$ cat config.mk
export PLATFORM = sky130hd
export DESIGN_NAME = serial_adder
export DESIGN_NICKNAME = d
export VERILOG_FILES = /design/src/rtl/serial_adder.sv
export SDC_FILE = /design/constraint.sdc
export NUM_CORES = 1
export LEC_CHECK = 0
export ABC_AREA = 1
export CAP_MARGIN = 20
export CORE_MARGIN = 4
export CORE_UTILIZATION = 40
export CTS_BUF_LIST = sky130_fd_sc_hd__clkbuf_4 sky130_fd_sc_hd__clkbuf_8 sky130_fd_sc_hd__clkbuf_16
export DETAILED_ROUTE_END_ITERATION = 7
export GPL_TIMING_DRIVEN = 0
export SYNTH_ARGS = -nofsm -noshare
export SYNTH_HDL_FRONTEND = slang
export SYNTH_SLANG_ARGS = --single-unit
$ cat constraint.sdc
create_clock -name clk -period 2.75 [get_ports clk]
set_input_delay 0.4125 -clock clk [delete_from_list [all_inputs] [get_ports clk]]
set_output_delay 0.4125 -clock clk [all_outputs]
set_load 0.02 [all_outputs]
$ cat src/rtl/serial_adder.sv
// serial_adder: digit-serial adder/subtractor with a registered ripple carry.
// It consumes DIGIT bits of each operand per clock, LSB digit first. After
// WIDTH/DIGIT steps it pulses done and presents sum, cout and ovf, which then
// hold until the next completion or reset.
module serial_adder #(
  parameter int WIDTH = 16,
  parameter int DIGIT = 4
) (
  input  logic             clk,
  input  logic             rst,
  input  logic             start,
  input  logic             sub,
  input  logic [WIDTH-1:0] a,
  input  logic [WIDTH-1:0] b,
  input  logic             cin,
  output logic             busy,
  output logic             done,
  output logic [WIDTH-1:0] sum,
  output logic             cout,
  output logic             ovf
);

  localparam int N  = WIDTH / DIGIT;
  localparam int CW = $clog2(N + 1);

  typedef enum logic {
    IDLE = 1'b0,
    RUN  = 1'b1
  } state_t;

  state_t           state_q;
  logic [CW-1:0]    cnt_q;
  logic [WIDTH-1:0] a_q;
  logic [WIDTH-1:0] b_q;
  logic [WIDTH-1:0] acc_q;
  logic             carry_q;
  logic             busy_q;
  logic             done_q;
  logic [WIDTH-1:0] sum_q;
  logic             cout_q;
  logic             ovf_q;

  logic [DIGIT-1:0]       dsum_s;
  logic [DIGIT:0]         chain_s;
  logic [WIDTH+DIGIT-1:0] cat_s;
  logic [WIDTH-1:0]       acc_d;
  logic                   cmsb_s;
  logic                   last_s;

  // One DIGIT-wide ripple chain fed by the low digit of each operand and the carry register.
  always_comb begin
    dsum_s     = {DIGIT{1'b0}};
    chain_s    = {(DIGIT+1){1'b0}};
    chain_s[0] = carry_q;
    for (int i = 0; i < DIGIT; i++) begin
      dsum_s[i]    = a_q[i] ^ b_q[i] ^ chain_s[i];
      chain_s[i+1] = (a_q[i] & b_q[i]) | (chain_s[i] & (a_q[i] ^ b_q[i]));
    end
  end

  // The new digit enters at the top of the accumulator. On the final step
  // the chain's top stage is the operand MSB, so its carry-in is the carry into the MSB.
  assign cat_s  = {dsum_s, acc_q};
  assign acc_d  = cat_s[WIDTH+DIGIT-1:DIGIT];
  assign cmsb_s = chain_s[DIGIT-1];
  assign last_s = (cnt_q == CW'(N - 1));

  // Control FSM and datapath registers; results update only on the completion edge.
  always_ff @(posedge clk) begin
    if (rst) begin
      state_q <= IDLE;
      cnt_q   <= {CW{1'b0}};
      a_q     <= {WIDTH{1'b0}};
      b_q     <= {WIDTH{1'b0}};
      acc_q   <= {WIDTH{1'b0}};
      carry_q <= 1'b0;
      busy_q  <= 1'b0;
      done_q  <= 1'b0;
      sum_q   <= {WIDTH{1'b0}};
      cout_q  <= 1'b0;
      ovf_q   <= 1'b0;
    end else begin
      done_q <= 1'b0;
      case (state_q)
        IDLE: begin
          if (start) begin
            a_q     <= a;
            b_q     <= sub ? ~b : b;
            carry_q <= sub ? 1'b1 : cin;
            acc_q   <= {WIDTH{1'b0}};
            cnt_q   <= {CW{1'b0}};
            busy_q  <= 1'b1;
            state_q <= RUN;
          end else begin
            busy_q  <= 1'b0;
            state_q <= IDLE;
          end
        end
        RUN: begin
          a_q     <= a_q >> DIGIT;
          b_q     <= b_q >> DIGIT;
          acc_q   <= acc_d;
          carry_q <= chain_s[DIGIT];
          cnt_q   <= cnt_q + CW'(1);
          if (last_s) begin
            state_q <= IDLE;
            busy_q  <= 1'b0;
            done_q  <= 1'b1;
            sum_q   <= acc_d;
            cout_q  <= chain_s[DIGIT];
            ovf_q   <= cmsb_s ^ chain_s[DIGIT];
          end else begin
            state_q <= RUN;
            busy_q  <= 1'b1;
          end
        end
        default: begin
          state_q <= IDLE;
          busy_q  <= 1'b0;
        end
      endcase
    end
  end

  assign busy = busy_q;
  assign done = done_q;
  assign sum  = sum_q;
  assign cout = cout_q;
  assign ovf  = ovf_q;

endmodule
After elaboration in Yosys (flattened, before gate mapping)
Index checks and enable logic that the tools add are counted.
- $lt $le $gt $ge: 0
- eq/ne operators: 2
- reduce and logical (&&, ||, !) cells: 2
- add/subtract/negate cells: 1
- $mul: 0
- shifts and indexed selects: 0
- bitwise logic cells: 23
- mux-type cells: 16
- div/mod/pow operators: 0
- operators with widths (cell ; count):
    $pmux 16 s2 ; 3
    $mux 16 ; 4
    $not 16->16 ; 1
    $xor 1x1->1 ; 9
    $and 1x1->1 ; 8
    $pmux 3 s2 ; 1
    $mux 1 ; 5
    $or 1x1->1 ; 4
    $pmux 1 s2 ; 2
    $add 3x1->3 const B ; 1
    $eq 3x2->1 const B ; 1
    $mux 3 ; 1
    $ne 2x2->1 const B ; 1
    $reduce_and 2->1 ; 1
    $reduce_or 2->1 ; 1
    $not 1->1 ; 1
- memories kept: 0
- latch bits: 0
- flip-flop bits (word level): 72
- bits in writable memories: 0
- memory bits (read-only): 0
- output and inout port bits: 20

Depth between registers and ports, before layout
- word-level depth: 10
- depth in mapped cells: 10

Worst setup path after synthesis
No wires, ideal clock.
- kind: register to register
- from: register a_q[0]
- to: register acc_q[15]
- stages on the path, launching flop included: 10
- clock period less this slack: 2.263 ns
- data arrival time: 2.193 ns
- setup time: 0.070 ns
- required time: 2.680 ns
- path slack: 0.487 ns
- path through: dfxtp_1 -> inv_1 -> fa_1 -> inv_1 -> fa_1 -> fa_1 -> inv_1 -> fa_1 -> or2_2 -> a21oi_1
- longest elaborated chain between the ends: 9
- elaborated cells on any way between the ends: 10
- RTL lines (item ; RTL line ; RTL):
    start, declared ; 33 ; logic [WIDTH-1:0] a_q;
    start signal, assigned ; 73 ; a_q <= {WIDTH{1'b0}};
    start signal, assigned ; 100 ; a_q <= a_q >> DIGIT;
    $xor 1x1->1 ; 57 ; chain_s[i+1] = (a_q[i] & b_q[i]) | (chain_s[i] & (a_q[i] ^ b_q[i]));
    $and 1x1->1 ; 57 ;
    $or 1x1->1 (*) ; 57 ;
    $and 1x1->1 (*) ; 57 ;
    $or 1x1->1 (*) ; 57 ;
    $and 1x1->1 (*) ; 57 ;
    $or 1x1->1 (*) ; 57 ;
    $xor 1x1->1 (*) ; 56 ; dsum_s[i] = a_q[i] ^ b_q[i] ^ chain_s[i];
    $pmux 16 s2 (*) ; 84 ; case (state_q)
    end signal, assigned ; 75 ; acc_q <= {WIDTH{1'b0}};
    end signal, assigned ; 90 ; acc_q <= {WIDTH{1'b0}};
    end, declared ; 35 ; logic [WIDTH-1:0] acc_q;
Mark *: on every way between the ends. The rest lies on a longest branch, timed or not.
A chain may end at the register's enable or synchronous reset.

Worst setup path in the final report
Ends and elaborated chain as after synthesis.

==> impl_metrics.ini <==
[synth]
avgSynthCellArea_um2 = 6.99
synth_seq_cells = 68
syn_area_um2 = 3040
synth.distinct_cells = 22
syn_inst = 434
ys_warn_count = 0
seq_area_frac_synth = 0.448
synth_fp_nets = 477

[critical_path]
path_max_fanout = 2
crit_buf_inv = 3
reg2reg_slack_ps = 330
startpoint = a_q[0]
cp-start-kind = register
worst_setup_path_end_kind = register
critPathTopFamily = adder cells
cp.depth = 9
crit-reg2reg-launch = a_q[0]
required_ps = 3030
cp_data_arrival_time_ps = 2700
cp_slowest_stage_delay_ps = 430
r2r_end = acc_q[15]
cp_common_cell = fa_1
reg2reg_depth = 9
crit_slowest_cell = fa_1
path_cells = inv_1 -> fa_1 -> inv_1 -> fa_1 -> fa_1 -> inv_1 -> fa_1 -> or2_2 -> a21oi_1
endpoint = acc_q[15]
critPathKind = register to register

[placed_design]
finalWeightedCongestion = 0.843
portBuffers = 54
dpl_cell_area_um2 = 3700
dp.cells = 587
place_hpwl_um = 5310
place_ws_ps = 329

[die]
dieHeight_um = 95.1
start_util = 0.414
fp.dieW_um = 95.1
io_pins = 57
num_rows = 31
die-area_um2 = 9050
coreArea_um2 = 7330

[clocking]
ctsResizeCount = 0
htreeDepth = 3
cts_buffers = 9
clockBufferDepth = 2
clock_latency_ps = 340
path_clk_slew_ps = 80
cts-root-buf = clkbuf_8
clock_sinks = 68
hold_buffers = 0
post-cts-setup-buffer-count = 0
cts_tree = built

[worst_hold_path]
min_from = rst
worstHoldPathType = input pin to register
holdPathStages = 2

[timing]
tns_ps = 0
relSlewSlack = 0.633
tightest_slew_ps = 551
fmax_mhz = 413
final-hold-violation-count = 0
layout_setup_ws_ps = 327
min_period_ps = 2420
fin_crit_sh = 0.881
report.final.setup_viol = 0
skew_ps = 5.12
slew_violations = 0
rsz0062_at_grt = false

[layout]
finish.instance_area_um2 = 3920
area_growth_pct = 29.0
final_core_util = 0.534
nets = 542
stdcell_count = 603
drive_above_1_share = 0.0873
diodes = 0

[drt]
drt_pass1_iterations = 4
drt_iter0_drc = 75
drc = 0
via_per_inst = 4.62
num_vias = 2787
wl_um = 7070
ant_nets = 0
wire_per_inst_um = 11.7

[run_status]
status = completed

[pwr]
p_per_area_nw_per_um2 = 560
p_leak_nw = 1.82
vdd_drop_max_mv = 0.247

[global_route]
grt_pass1_wl_um = 11800
track_usage = 0.168
grt_pass1_vias = 2552
antenna_found_initial = 0
grt_overflow_total = 0
grt_max_degree = 13

[job]
timing.max_cap.violations = 0
cells in the final DEF (no fill, tap or decap):
| cell | count |
|---|---|
| or2_2 | 3 |
| buf_6 | 2 |
| inv_2 | 2 |
| dfxtp_1 | 68 |
| clkinv_4 | 1 |
| nand2_4 | 1 |
| clkinv_2 | 3 |
| clkinv_1 | 5 |
| o21ai_0 | 5 |
| a21oi_1 | 49 |
| nand2_1 | 170 |
| buf_2 | 9 |
| nor2_4 | 1 |
| xor2_1 | 1 |
| bufinv_16 | 2 |
| buf_1 | 3 |
| nor2_2 | 1 |
| ha_1 | 2 |
| nand3_2 | 1 |
| clkbuf_8 | 9 |
| clkinvlp_4 | 1 |
| buf_4 | 8 |
| clkbuf_1 | 3 |
| clkdlybuf4s50_1 | 54 |
| fa_1 | 4 |
| nand3_1 | 46 |
| inv_1 | 46 |
| nor2_1 | 4 |
final cells by class:
cell class,instances,area [µm²]
fill,755,3420
sequential,68,1360
multi-input combinational,288,1330
timing repair buffer,54,541
inverter,53,199
buffer,25,150
clock buffer,9,124
tap,99,124
clock inverter,7,91.3
synthesized netlist by cell type:
cell / number / area, µm²
inv_2: 2 / 7.51
dfxtp_1: 68 / 1360
clkbuf_1: 3 / 11.3
nand3_1: 46 / 230
nand2_1: 170 / 638
buf_1: 3 / 11.3
a21oi_1: 49 / 245
nor2_2: 1 / 6.26
inv_1: 46 / 173
o21ai_0: 5 / 25.0
xor2_1: 1 / 8.76
nor2_1: 4 / 15.0
nor2_4: 1 / 11.3
nand2_4: 1 / 11.3
clkinv_1: 5 / 18.8
buf_2: 9 / 45.0
ha_1: 2 / 25.0
buf_6: 2 / 22.5
or2_2: 3 / 18.8
buf_4: 8 / 60.1
nand3_2: 1 / 10.0
fa_1: 4 / 80.1
power breakdown:
part | switching, W | leakage, nW | internal [W]
Combinational | 0.000135 | 1.16 | 0.000113
Sequential | 0.0000216 | 0.553 | 0.00102
Clock | 0.000394 | 0.109 | 0.000507
logic make-up after synthesis:
family,after synthesis,synth area share
and+or+nand+nor,227,0.310
AOI/OAI and AO/OA,54,0.0890
adders and majority gates,6,0.0346
xor gates and xnor gates,1,0.00289
DFF,68,0.448
buffers and inverters,78,0.115
through the flow:
step / power (W) / hold slack [ps]
final: 0.00219 / 392
after global routing: 0.00228 / 426
after CTS: 0.00221 / 392
after detailed placement: 0.00132 / 433
after global placement: 0.00131 / 432
after floorplan: 0.00121 / 419
how the worst min path moves through the flow:
stage / endpoint / slack (ps)
final: acc_q[6] / 390
after global routing: a_q[13] / 430
after CTS: acc_q[6] / 390
after detailed placement: sum[2] / 430
after global placement: sum[2] / 430
after floorplan: sum[0] / 420
per-layer routing:
| metal | up-vias | routed length [µm] | global-route usage |
|---|---|---|---|
| li1 | 1485 | - | - |
| met1 | 1246 | 3250 | 0.206 |
| met2 | 49 | 3480 | 0.292 |
| met3 | 7 | 278 | 0.0308 |
| met4 | 0 | 57 | 0.0577 |
| met5 | - | 0 | 0 |
registers in the layout, summed over array words and instances (netlist names):
register  flops
ovf           1
a_q          16
acc_q        12
cnt_q         3
sum          16
b_q          16
busy          1
carry_q       1
done          1
cout          1
Note: power is estimated with default switching activity, not from simulation.
